File: src/rtl/dl_edge_encoder.sv
// Delay-line capture encoder: scans one latched tap vector a bit per clock and
// reports the first 0/1 transition, the count of ones and any extra transitions.
module dl_edge_encoder #(
    parameter int p_dl_length = 64,
    parameter int p_dl_width  = $clog2(p_dl_length)
) (
    input  logic                   i_clk,
    input  logic                   i_rst,
    input  logic                   i_cap_valid,
    output logic                   o_cap_ready,
    input  logic [p_dl_length-1:0] i_cap_data,
    output logic                   o_res_valid,
    input  logic                   i_res_ready,
    output logic                   o_res_found,
    output logic [p_dl_width-1:0]  o_res_edge,
    output logic [p_dl_width:0]    o_res_ones,
    output logic [p_dl_width-1:0]  o_res_bubbles
);

    typedef enum logic [1:0] {
        ST_IDLE,
        ST_SCAN,
        ST_DONE
    } state_t;

    localparam logic [p_dl_width-1:0] idx_last = p_dl_width'(p_dl_length - 1);

    state_t                   state_reg,   state_next;
    logic [p_dl_length-1:0]   shadow_reg,  shadow_next;
    logic [p_dl_width-1:0]    idx_reg,     idx_next;
    logic                     found_reg,   found_next;
    logic [p_dl_width-1:0]    edge_reg,    edge_next;
    logic [p_dl_width:0]      ones_reg,    ones_next;
    logic [p_dl_width-1:0]    bubbles_reg, bubbles_next;

    // Per-tap transition flags against the previous tap; tap 0 has no predecessor.
    logic [p_dl_length-1:0]   trans_vec;
    logic                     cur_bit;
    logic                     cur_trans;

    assign trans_vec[0] = 1'b0;

    generate
        for (genvar gi = 1; gi < p_dl_length; gi++) begin : g_trans
            assign trans_vec[gi] = shadow_reg[gi] ^ shadow_reg[gi-1];
        end
    endgenerate

    assign cur_bit   = shadow_reg[idx_reg];
    assign cur_trans = trans_vec[idx_reg];

    always_ff @(posedge i_clk) begin
        if (i_rst) begin
            state_reg   <= ST_IDLE;
            shadow_reg  <= '0;
            idx_reg     <= '0;
            found_reg   <= 1'b0;
            edge_reg    <= '0;
            ones_reg    <= '0;
            bubbles_reg <= '0;
        end else begin
            state_reg   <= state_next;
            shadow_reg  <= shadow_next;
            idx_reg     <= idx_next;
            found_reg   <= found_next;
            edge_reg    <= edge_next;
            ones_reg    <= ones_next;
            bubbles_reg <= bubbles_next;
        end
    end

    always_comb begin
        state_next   = state_reg;
        shadow_next  = shadow_reg;
        idx_next     = idx_reg;
        found_next   = found_reg;
        edge_next    = edge_reg;
        ones_next    = ones_reg;
        bubbles_next = bubbles_reg;
        o_cap_ready  = 1'b0;
        o_res_valid  = 1'b0;

        case (state_reg)
            ST_IDLE: begin
                o_cap_ready = ~i_rst;
                if (i_cap_valid && !i_rst) begin
                    shadow_next  = i_cap_data;
                    found_next   = 1'b0;
                    edge_next    = '0;
                    ones_next    = '0;
                    bubbles_next = '0;
                    idx_next     = '0;
                    state_next   = ST_SCAN;
                end
            end

            ST_SCAN: begin
                ones_next = ones_reg + (p_dl_width + 1)'(cur_bit);
                if (cur_trans) begin
                    if (!found_reg) begin
                        found_next = 1'b1;
                        edge_next  = idx_reg;
                    end else begin
                        bubbles_next = bubbles_reg + p_dl_width'(1);
                    end
                end
                if (idx_reg == idx_last) begin
                    state_next = ST_DONE;
                end else begin
                    idx_next = idx_reg + p_dl_width'(1);
                end
            end

            ST_DONE: begin
                o_res_valid = 1'b1;
                if (i_res_ready) begin
                    state_next = ST_IDLE;
                end
            end

            default: begin
                state_next = ST_IDLE;
            end
        endcase
    end

    assign o_res_found   = found_reg;
    assign o_res_edge    = edge_reg;
    assign o_res_ones    = ones_reg;
    assign o_res_bubbles = bubbles_reg;

endmodule

File: config.mk
export PLATFORM = sky130hd
export DESIGN_NAME = dl_edge_encoder
export DESIGN_NICKNAME = d
export VERILOG_FILES = /design/src/rtl/dl_edge_encoder.sv
export SDC_FILE = /design/constraint.sdc
export NUM_CORES = 1
export LEC_CHECK = 0
export BUFFER_PORTS_ARGS = -buffer_cell sky130_fd_sc_hd__buf_2
export CAP_MARGIN = 20
export CORE_ASPECT_RATIO = 0.6
export CORE_MARGIN = 5
export CORE_UTILIZATION = 51
export CTS_CLUSTER_SIZE = 20
export DETAILED_ROUTE_END_ITERATION = 8
export PLACE_DENSITY = 0.8
export SLEW_MARGIN = 10
export SYNTH_ARGS = -nofsm -noshare
export SYNTH_HDL_FRONTEND = slang
export SYNTH_SLANG_ARGS = --single-unit
File: constraint.sdc
create_clock -name i_clk -period 3.6 [get_ports i_clk]
set_input_delay 0 -clock i_clk [delete_from_list [all_inputs] [get_ports i_clk]]
set_output_delay 0 -clock i_clk [all_outputs]
set_load 0.02 [all_outputs]
### After elaboration in Yosys (flattened, before gate mapping)

Cells that the tools add are included.

| word-level totals | value |
|---|---|
| word-level logic and storage cells | 120 |
| register bits | 92 |
| output and inout bits | 22 |
| input port bits | 68 |

| cells by class | value |
|---|---|
| equality and inequality tests | 10 |
| bitwise operators | 64 |
| mux-type cells | 24 |
| magnitude comparators | 1 |
| reductions and logical operators | 11 |
| add/sub/neg operators | 3 |

Operator list:

| kind | number |
|---|---|
| XOR 1 bit | 63 |
| two-way mux 6 bit | 6 |
| one-hot mux 6 bit (2 select lines) | 3 |
| inequality test 2 bit, second input constant | 7 |
| one-hot mux 7 bit (2 select lines) | 1 |
| adder 6 x 1 -> 6 bit, second input constant | 2 |
| binary-select mux 1 bit (select 6 bit) | 2 |
| AND reduction 3 bit | 3 |
| AND reduction 4 bit | 2 |
| adder 7 x 1 -> 7 bit | 1 |
| less-than comparator 6 x 7 -> 1 bit, second input constant | 1 |
| two-way mux 7 bit | 1 |
| equality test 6 bit, second input constant | 1 |
| two-way mux 1 bit | 6 |
| two-way mux 2 bit | 3 |
| one-hot mux 2 bit (3 select lines) | 1 |
| AND reduction 2 bit | 2 |
| equality test 2 x 1 -> 1 bit, second input constant | 1 |
| equality test 2 bit, second input constant | 1 |
| logical NOT 2 bit | 1 |
| one-hot mux 1 bit (2 select lines) | 1 |
| nonzero test 2 bit | 1 |
| logical AND 1 bit | 1 |
| logical NOT 1 bit | 1 |
| NOT 1 bit | 1 |

### Depth between registers and ports, before layout

Gate-level depths: netlist of run 1.

| logic depth | value |
|---|---|
| word-level depth | 5 |
| depth in mapped cells | 16 |
| mapped depth without buffers | 13 |

### Least setup slack after synthesis of run 1

Ideal clock, no wire load.

| path | value |
|---|---|
| kind | register to register |
| start point | register idx_reg[0] |
| end point | register ones_reg[6], in the netlist o_res_ones[6] |
| path buffers | 4 |
| path slack | 0.138 ns |
| stages on the path, launching flop included | 16 |
| arrival | 3.397 ns |
| cell sequence | dfxtp_1 buf_6 buf_2 buf_2 buf_2 mux4_2 mux4_2 o22ai_1 a21oi_1 ha_1 ha_1 and4_1 nand3_1 nand3_1 o21a_1 nor2_1 |

| between the ends | value |
|---|---|
| cells in the longest elaborated chain, start to end | 4 |

RTL lines:

| element | RTL line | source |
|---|---|---|
| start, declared | 30 | `logic [p_dl_width-1:0] idx_reg, idx_next;` |
| start signal, assigned | 64 | `idx_reg <= idx_next;` |
| binary-select mux 1 bit (select 6 bit) | 49 | `assign cur_bit = shadow_reg[idx_reg];` |
| two-way mux 1 bit (implied by the code) | 49 |  |
| adder 7 x 1 -> 7 bit | 98 | `ones_next = ones_reg + (p_dl_width + 1)'(cur_bit);` |
| one-hot mux 7 bit (2 select lines) | 83 | `case (state_reg)` |
| end signal, assigned | 67 | `ones_reg <= ones_next;` |
| end, declared | 33 | `logic [p_dl_width:0] ones_reg, ones_next;` |

No other way between the ends. The select of a mux whose other input is x is not followed.
A chain may end at the register's enable or synchronous reset.

### Worst setup path in the final report of run 1

| path | value |
|---|---|
| start point | register idx_reg[1] |
| end point | register bubbles_reg[3], in the netlist o_res_bubbles[3] |

| between the ends | value |
|---|---|
| cells in the longest elaborated chain, start to end | 4 |

RTL lines:

| element | RTL line | source |
|---|---|---|
| binary-select mux 1 bit (select 6 bit) | 50 | `assign cur_trans = trans_vec[idx_reg];` |
| two-way mux 1 bit (implied by the code) | 50 |  |
| inequality test 2 bit (no source line) | n/a |  |
| AND reduction 4 bit (no source line) | n/a |  |
| end signal, assigned | 68 | `bubbles_reg <= bubbles_next;` |
| end, declared | 34 | `logic [p_dl_width-1:0] bubbles_reg, bubbles_next;` |

No other way between the ends. The select of a mux whose other input is x is not followed.

==> metrics.cfg, run 1 <==
[detailed_routing]
wl_met2_mm=6.35
dr.max_layer_used=met4
dr.pass1.iters=5
drc_errors=0
wl_met3_um=943
drtAntennaViolNets=0
drt-wirelength-per-cell_um=16.5
totalWireLength_mm=13.7
vias=4636
vias_per_cell=5.58
drtIter0Drc=294
wl_met1_mm=6.16

[finish]
nets=769
final_layout_size_suffix_gt1_share_pct=22.5
syn_to_final_growth_pct=30.3
final_cells=831
largest_reg_flops=64
antenna_cells=0
utilization_pct=69.4

[placed_design]
place_congestion=0.864
post-place-ws_ns=0.224
place.port_buffers=89
dp_hpwl_mm=9.14
dp_cells=749

[yosys]
synth-edff-count=0
avgSynthCellArea_sq_um=8.85
syn_inst=561
yosysUniqueCellTypes=52
syn_area_sq_um=4960
postSynth.asyncResetShare_pct=0
synth_sequential_area_ratio_pct=37.1
syn_nets=634
ys_ff_latch=92
synth_top_flop_cell=dfxtp_1
yosysWarnings=0

[run]
drv_cap=0

[timing]
worst_hold_slack_ns=0.106
drv_slew=0
setup_viol=0
relSlewSlack_pct=41.3
finalClockSkew_ns=0.00518
period_share_pct=90.4
final.min_clock_period_ns=3.25
worst_pin_slew_ns=0.879
rsz0062_at_grt=false
setup_tns_ns=0
setup_slack_ns=0.345
finalHoldViolCount=0
fmax_mhz=307

[floorplan]
initial_core_util_pct=53.2
ios=90
coreArea_sq_um=9320
die_w_um=137
dieHeight_um=86.4
die_area_sq_um=11900
row_count=27

[critical_path]
slowest_stage=dfxtp_1
worst_r2r_startpoint=idx_reg[1]
cp_cell_sequence=inv_2 > mux4_2 > mux2i_1 > a2111oi_1 > nand2_2 > and2_4 > a211o_1
worstSetupPathType=reg2reg
crit_start=idx_reg[1]
worst-path-stages=7
cp.required_ns=3.83
r2r_cells=7
slowest_delay_ns=0.89
endpoint_kind=register
worstPathArrival_ns=3.49
start_kind=register
crit_family=compound AO/OA/AOI/OAI gates
crit_buf_inv=1
path_max_fanout=19

[clock_tree]
tritoncts=done
clk_latency_ns=0.34
clock_sinks=92
clk_pin_slew_ns=0.06
cts.path.max_buffers=2
cts_root_buf=clkbuf_16
cts-buffers-inserted=9
cts-htree-levels=3
cts_setup_buffers=0

[global_route]
antenna_found_initial=0
grt_use_total_pct=23.8
first_global_vias=4584
overflow=0
grt_start_max_net_pins=66
grt_pass1_wl_mm=22.5

[worst_hold_path]
hold_class=in2reg
hold_depth=2
hold_start=i_rst

[status]
status=complete, no violations

[power_and_ir_drop]
p_leak_nw=2.48
cellPowerDensity_nw_per_um2=425
peakVddDrop_uv=289

## layer usage
| layer | global-route usage [%] | vias to the layer above |
|---|---|---|
| li1 | - | 2231 |
| met1 | 32.3 | 2197 |
| met2 | 37.8 | 184 |
| met3 | 6.03 | 24 |
| met4 | 7.07 | 0 |
| met5 | 0 | - |
## placed cells by master (no fill, tap or decap), drive strengths merged, types with 12 or more instances in the layout
master,synthesis,layout
dfxtp,92,92
nor2,24,24
mux4,24,24
dlygate4sd3,0,65
a21oi,72,72
nor3,12,12
xnor2,28,28
mux2i,35,35
buf,12,101
nand2,144,144
## per-stage QoR
step	power, mW	instance area, sq um
6_report	2.75	6470
4_1_cts	2.75	6450
3_3_place_gp	1.60	5450
3_5_place_dp	1.63	5450
5_1_grt	2.86	6470
2_1_floorplan	1.50	4960
## cell usage after synthesis, drive strengths merged, types with 3 or more instances
cell type	n	area share, %
ha	5	1.3
clkbuf	30	2.3
a31oi	9	1.1
a21oi	72	7.3
buf	12	1.9
nand3	10	1.1
dfxtp	92	37
mux2i	35	7.1
nor2b	6	0.76
mux4	24	11
a211oi	3	0.45
xor2	8	1.4
nor3	12	1.2
xnor2	28	4.9
nand2	144	11
nor2	24	1.8
mux2	8	1.9
and4	7	1.2
## logic make-up after synthesis
| kind of cell | Yosys count | share of synthesized area (%) |
|---|---|---|
| simple gates | 218 | 19.2 |
| compound gates | 99 | 12.0 |
| flops | 92 | 37.1 |
| mux | 67 | 19.8 |
| buf+inv | 44 | 4.31 |
| xor+xnor | 36 | 6.35 |
| fa+ha+maj | 5 | 1.26 |
## cell type report
type                    count  area, sq um
inverters                   2         7.51
clock buffers              10          229
repair buffers            166         1200
flip-flops and latches     92         1850
clock inverters             6          113
fillers                   708         2860
well taps                 130          163
multi-input cells         425         2910
## worst paths after layout
path	end	slack (ns)
max	o_res_bubbles[3]	0.35
min	o_res_edge[0]	0.11
max reg2reg	o_res_bubbles[3]	0.35
min reg2reg	shadow_reg[0]	0.49
## where the power goes
| part | leakage (nW) | switching, mW | internal [mW] | total, mW |
|---|---|---|---|---|
| Clock | 0.155 | 0.396 | 0.678 | 1.07 |
| Combinational | 1.57 | 0.243 | 0.263 | 0.505 |
| Sequential | 0.752 | 0.0880 | 1.08 | 1.17 |
| Total | 2.48 | 0.727 | 2.02 | 2.75 |
## timing repair
item                                    4_1_cts  5_1_grt
hold buffers                                 65        0
gates resized for setup                       0        1
hold endpoints to repair                     66        0
endpoints found under the setup margin        0        3
Power figures use the tool's default switching activity.
==> run 2: changes to the inputs <==
--- a/config.mk
+++ b/config.mk
@@ -12,7 +12,7 @@
 export CORE_UTILIZATION = 51
 export CTS_CLUSTER_SIZE = 20
 export DETAILED_ROUTE_END_ITERATION = 8
-export PLACE_DENSITY = 0.8
+export PLACE_DENSITY = 0.77
 export SLEW_MARGIN = 10
 export SYNTH_ARGS = -nofsm -noshare
 export SYNTH_HDL_FRONTEND = slang
==> run 2 against run 1 <==
Largest power group unchanged. Non-clock buffer count fell by 1. Cell count fell by 0.36%. Clock skew rose by 0.0014 ns. Clock power fell by 17%.
==> metrics.cfg, run 2 (synthesis gave the netlist of run 1 again) <==
[power_and_ir_drop]
peakVddDrop_uv=246  ; -15%
p_leak_nw=2.45  ; -1.2%
cellPowerDensity_nw_per_um2=400  ; -5.9%

[placed_design]
place.port_buffers=89  ; unchanged
placed_area_sq_um=5450  ; unchanged
dp_hpwl_mm=8.97  ; -1.9%
post-place-ws_ns=0.194  ; -0.0299 ns
place_congestion=0.865  ; +0.14%

[global_route]
grt_pass1_wl_mm=22.1  ; -1.7%
grt_use_total_pct=23.5  ; -0.33 points
first_global_vias=4526  ; -1.3%
overflow=0  ; unchanged
grt_start_max_net_pins=52  ; -21%
antenna_found_initial=0  ; unchanged

[timing]
worst_pin_slew_ns=0.886  ; +0.00746 ns
fmax_mhz=308  ; +0.18%
drv_slew=0  ; unchanged
setup_slack_ns=0.351  ; +0.00593 ns
finalHoldViolCount=0  ; unchanged
setup_tns_ns=0  ; unchanged
setup_viol=0  ; unchanged
relSlewSlack_pct=40.9  ; -0.42 points
finalClockSkew_ns=0.00657  ; +0.00139 ns
rsz0062_at_grt=false
final.min_clock_period_ns=3.25  ; -0.00593 ns
period_share_pct=90.2  ; -0.16 points

[critical_path]
cp.required_ns=3.88  ; +0.05 ns
worstPathArrival_ns=3.53  ; +0.04 ns
endpoint_kind=register
path_max_fanout=27  ; +8
worstSetupPathType=reg2reg
start_kind=register

[worst_hold_path]
hold_class=in2reg

[finish]
final_area_sq_um=6380  ; -1.3%
final_layout_size_suffix_gt1_share_pct=22.2  ; -0.33 points
syn_to_final_growth_pct=28.6
layout_common_cells=142 x nand2_1, 91 x dfxtp_1, 89 x buf_2
largest_reg_flops=64  ; unchanged
nets=768  ; -0.13%
regArea_sq_um=1850  ; unchanged
fillers=740  ; +4.5%
final_common_cell=nand2_1
multi_input_area_sq_um=2910  ; unchanged
antenna_cells=0  ; unchanged
utilization_pct=68.5  ; -0.90 points

[floorplan]
dieHeight_um=86.4  ; unchanged
coreArea_sq_um=9320  ; unchanged
ios=90  ; unchanged
initial_core_util_pct=53.2  ; unchanged
row_count=27  ; unchanged
die_w_um=137  ; unchanged
die_area_sq_um=11900  ; unchanged

[detailed_routing]
totalWireLength_mm=13.2  ; -3.3%
vias=4539  ; -2.1%
drtAntennaViolNets=0  ; unchanged
vias_per_cell=5.48  ; -1.7%
drt-wirelength-per-cell_um=16.0  ; -2.9%
drc_errors=0  ; unchanged
dr.pass1.iters=5  ; unchanged
drtIter0Drc=306  ; +4.1%

[clock_tree]
cts_root_buf=clkbuf_16
clk_pin_slew_ns=0.06  ; about the same
clk_latency_ns=0.34  ; about the same
clock_sinks=92  ; unchanged
cts-buffers-inserted=9  ; unchanged
cts-htree-levels=3  ; unchanged
tritoncts=done
cts.path.max_buffers=2  ; unchanged

[run]
drv_cap=0  ; unchanged

[status]
status=complete, no violations

-- run 2: area by class of cell --
class / instances / area share [%]
clock inverter: 1 / 0.118
tap: 130 / 2.55
clock buffer: 13 / 4.23
sequential: 92 / 28.9
multi-input combinational: 425 / 45.6
inverter: 2 / 0.118
timing repair buffer: 165 / 18.5
-- run 2: metrics by stage --
step                cells  power (mW)  hold WS, ns
floorplan             561        1.50        0.136
global placement      749        1.60        0.239
detailed placement    749        1.63        0.246
CTS                   828        2.57        0.242
global route          828        2.68        0.295
finish                828        2.55        0.245
-- run 2: routing by layer --
layer	share of wire, %	wire length (um)	vias up	GRT usage (%)
met5	0	0	-	0
met4	2.0	269	0	7.61
met2	47	6170	140	38.0
met3	5.7	753	28	6.03
li1	-	-	2236	-
met1	46	6030	2135	31.0
-- run 2: worst max-delay path: stages (launching register included) --
cell,delay (ns)
dfxtp_4,0.62
buf_4,0.31
mux4_2,0.52
mux2i_1,0.19
o21ai_0,0.16
o22ai_1,0.16
a21oi_1,0.11
ha_1,0.24
ha_1,0.22
and4_1,0.22
nand3_1,0.11
nand3_1,0.08
o21a_1,0.15
nor2_1,0.08
-- run 2: what timing repair did --
| action | CTS | global route |
|---|---|---|
| endpoints found under the setup margin | 0 | 5 |
| resized for setup | 0 | 1 |
| endpoints found under the hold margin | 66 | 0 |
| setup buffers | 0 | 0 |
| hold buffers | 65 | 0 |
-- run 2: worst paths after layout --
kind | from | end | slack, ns | depth (start not counted)
worst max-delay path | idx_reg[0] | o_res_ones[6] | 0.35 | 13
worst min-delay path | i_rst | o_res_found | 0.25 | 2
worst max register to register | idx_reg[0] | o_res_ones[6] | 0.35 | 13
worst min register to register | shadow_reg[60] | shadow_reg[60] | 0.49 | 2
-- run 2: power breakdown --
group	total [mW]	switching, mW	internal (mW)
clock network	0.886	0.369	0.517
registers	1.16	0.0846	1.08
logic	0.502	0.243	0.259
total	2.55	0.697	1.86
==> run 3: changes to the inputs <==
==> constraint.sdc (replaced) <==
create_clock -name i_clk -period 2.92 [get_ports i_clk]
set_input_delay 0 -clock i_clk [delete_from_list [all_inputs] [get_ports i_clk]]
set_output_delay 0 -clock i_clk [all_outputs]
set_load 0.02 [all_outputs]
==> run 3 against run 2 <==
Utilization rose by 3.8 points. Via count rose by 4.5%. Worst hold slack got worse by 0.18 ns. Global-route usage rose by 0.46 points. Design area rose by 5.6%. Cell count rose by 2.9%. Combinational power rose by 44%. Clock power rose by 28%. Die area did not move. Critical endpoint unchanged. Largest cell class unchanged. Highest routed layer unchanged.
==> metrics.cfg, run 3 (synthesis gave the netlist of run 1 again) <==
[status]
status=complete, no violations

[global_route]
first_global_vias=4618  ; +2.0%
overflow=0  ; unchanged
grt_use_total_pct=24.0  ; +0.46 points
grt_pass1_wl_mm=22.6  ; +2.1%
antenna_found_initial=0  ; unchanged
grt_start_max_net_pins=59  ; +13%

[placed_design]
dp_cells=758  ; +1.2%
place_congestion=0.892  ; +3.1%
dp_hpwl_mm=9.31  ; +3.8%
place.port_buffers=89  ; unchanged
post-place-ws_ns=0.0544  ; -0.139 ns

[floorplan]
row_count=27  ; unchanged
coreArea_sq_um=9320  ; unchanged
die_area_sq_um=11900  ; unchanged
ios=90  ; unchanged
initial_core_util_pct=53.2  ; unchanged
dieHeight_um=86.4  ; unchanged
die_w_um=137  ; unchanged

[power_and_ir_drop]
p_int_mw=2.37  ; +27%
netSwitchingPower_mw=0.914  ; +31%
switching_share_pct=27.9  ; +0.58 points
total_power_mw=3.28  ; +28%
cellPowerDensity_nw_per_um2=486  ; +22%
p_leak_nw=2.59  ; +5.9%
p_seq_share_pct=43.4  ; -2.2 points
peakVddDrop_uv=290  ; +18%
power_frac_comb_pct=22.0  ; +2.3 points
pwr-share-clk_pct=34.6  ; about the same

[run]
drv_cap=0  ; unchanged

[critical_path]
start_kind=register
critPathCapture=o_res_ones[6]
worst_r2r_startpoint=idx_reg[0]
crit_family=multiplexers
slowest_delay_ns=0.50  ; -0.12 ns
crit_buf_inv=2  ; +1
path_max_fanout=7  ; -74%
cp.required_ns=3.21  ; -0.67 ns
worstSetupPathType=reg2reg
crit_start=idx_reg[0]
worstPathArrival_ns=3.15  ; -0.38 ns
r2r_cells=13  ; unchanged
timing.reg2reg.setup_slack_ns=0.06  ; -0.29 ns
cp_cell_sequence=buf_12 > buf_12 > mux4_2 > mux4_2 > o22ai_2 > a21oi_2 > ha_2 > ha_4 > and4_4 > nand3_2 > nand3_2 > o21a_1 > nor2_1
r2r_end=o_res_ones[6]
worst-path-stages=13  ; unchanged
endpoint_kind=register
slowest_stage=mux4_2

[finish]
final_layout_size_suffix_gt1_share_pct=26.5  ; +4.2 points
final_common_cell=nand2_1
layout_common_cells=142 x nand2_1, 91 x dfxtp_1, 89 x buf_2
antenna_cells=0  ; unchanged
multi_input_area_sq_um=2980  ; +2.3%
nets=792  ; +3.1%
syn_to_final_growth_pct=35.8
largest_reg_flops=64  ; unchanged
fillers=680  ; -8.1%
final_cells=852  ; +2.9%
regArea_sq_um=1850  ; unchanged

[detailed_routing]
dr.max_layer_used=met4
drtAntennaViolNets=0  ; unchanged
drt-wirelength-per-cell_um=16.6  ; +3.9%
wl_met1_mm=6.34  ; +5.1%
wl_met3_um=972  ; +29%
drtIter0Drc=458  ; +50%
vias=4742  ; +4.5%
vias_per_cell=5.57  ; +1.5%
wl_met2_mm=6.53  ; +5.8%
totalWireLength_mm=14.1  ; +6.9%
dr.pass1.iters=5  ; unchanged
drc_errors=0  ; unchanged

[worst_hold_path]
hold_class=in2reg
hold_depth=2  ; unchanged
hold_start=i_rst

[timing]
fmax_mhz=349  ; +13%
finalHoldViolCount=0  ; unchanged
relSlewSlack_pct=50.1  ; +9.2 points
worst_pin_slew_ns=0.746  ; -0.140 ns
setup_slack_ns=0.0568  ; -0.294 ns
worst_hold_slack_ns=0.0681  ; -0.177 ns
drv_slew=0  ; unchanged
final.min_clock_period_ns=2.86  ; -0.386 ns
setup_viol=0  ; unchanged
rsz0062_at_grt=true
setup_tns_ns=0  ; unchanged
finalClockSkew_ns=0.00797  ; +0.00140 ns
period_share_pct=98.1  ; +7.8 points

[clock_tree]
tritoncts=done
cts_root_buf=clkbuf_16
cts.path.max_buffers=2  ; unchanged
clk_latency_ns=0.35  ; about the same
clock_sinks=92  ; unchanged
cts-htree-levels=3  ; unchanged
cts-buffers-inserted=9  ; unchanged
clk_pin_slew_ns=0.06  ; about the same

-- run 3: cell count changes in the layout (fill, tap and decap cells not counted), moves of 2 or more --
cell        change
a21oi_2         +2
clkbuf_16       +2
clkinvlp_4      +2
ha_1            -3
buf_4          +15
buf_6           +2
nand3_1         -3
buf_12          +5
ha_2            +2
a21oi_1         -2
clkbuf_8        -3
nand3_2         +3
-- run 3: power by group through the flow --
stage	Combinational [mW]	Clock, mW	Sequential (mW)
2_1_floorplan	0.456	0	1.41
3_3_place_gp	0.563	0	1.44
3_5_place_dp	0.589	0	1.44
4_1_cts	0.657	1.16	1.42
5_1_grt	0.785	1.20	1.43
6_report	0.722	1.13	1.42
-- run 3: per-stage QoR --
step,area (sq um),utilization (%)
finish,6740,72.3
global route,6740,72.3
CTS,6520,69.9
detailed placement,5590,59.9
global placement,5590,59.9
floorplan,5020,-
-- run 3: layout make-up --
class                   count  area share (%)
inverters                   2           0.111
well taps                 130            2.41
clock buffers              10            3.40
flip-flops and latches     92            27.4
multi-input cells         425            44.2
repair buffers            189            21.7
clock inverters             4           0.780
-- run 3: what timing repair did --
item	in CTS	in global routing
gates resized for setup	0	15
hold buffers	65	0
endpoints found under the setup margin	0	14
setup buffers	0	13
hold endpoints to repair	66	0
-- run 3: per-layer routing --
metal / global-route usage [%] / vias to the layer above
li1: - / 2282
met1: 32.7 / 2219
met2: 37.8 / 212
met3: 5.39 / 29
met4: 8.06 / 0
met5: 0 / -
-- run 3: worst min-delay path by stage --
stage / endpoint / slack [ns]
global route: idx_reg[1] / 0.07
CTS: idx_reg[1] / 0.04
global placement: shadow_reg[3] / 0.24
floorplan: shadow_reg[63] / 0.14
detailed placement: shadow_reg[43] / 0.25
finish: idx_reg[1] / 0.07
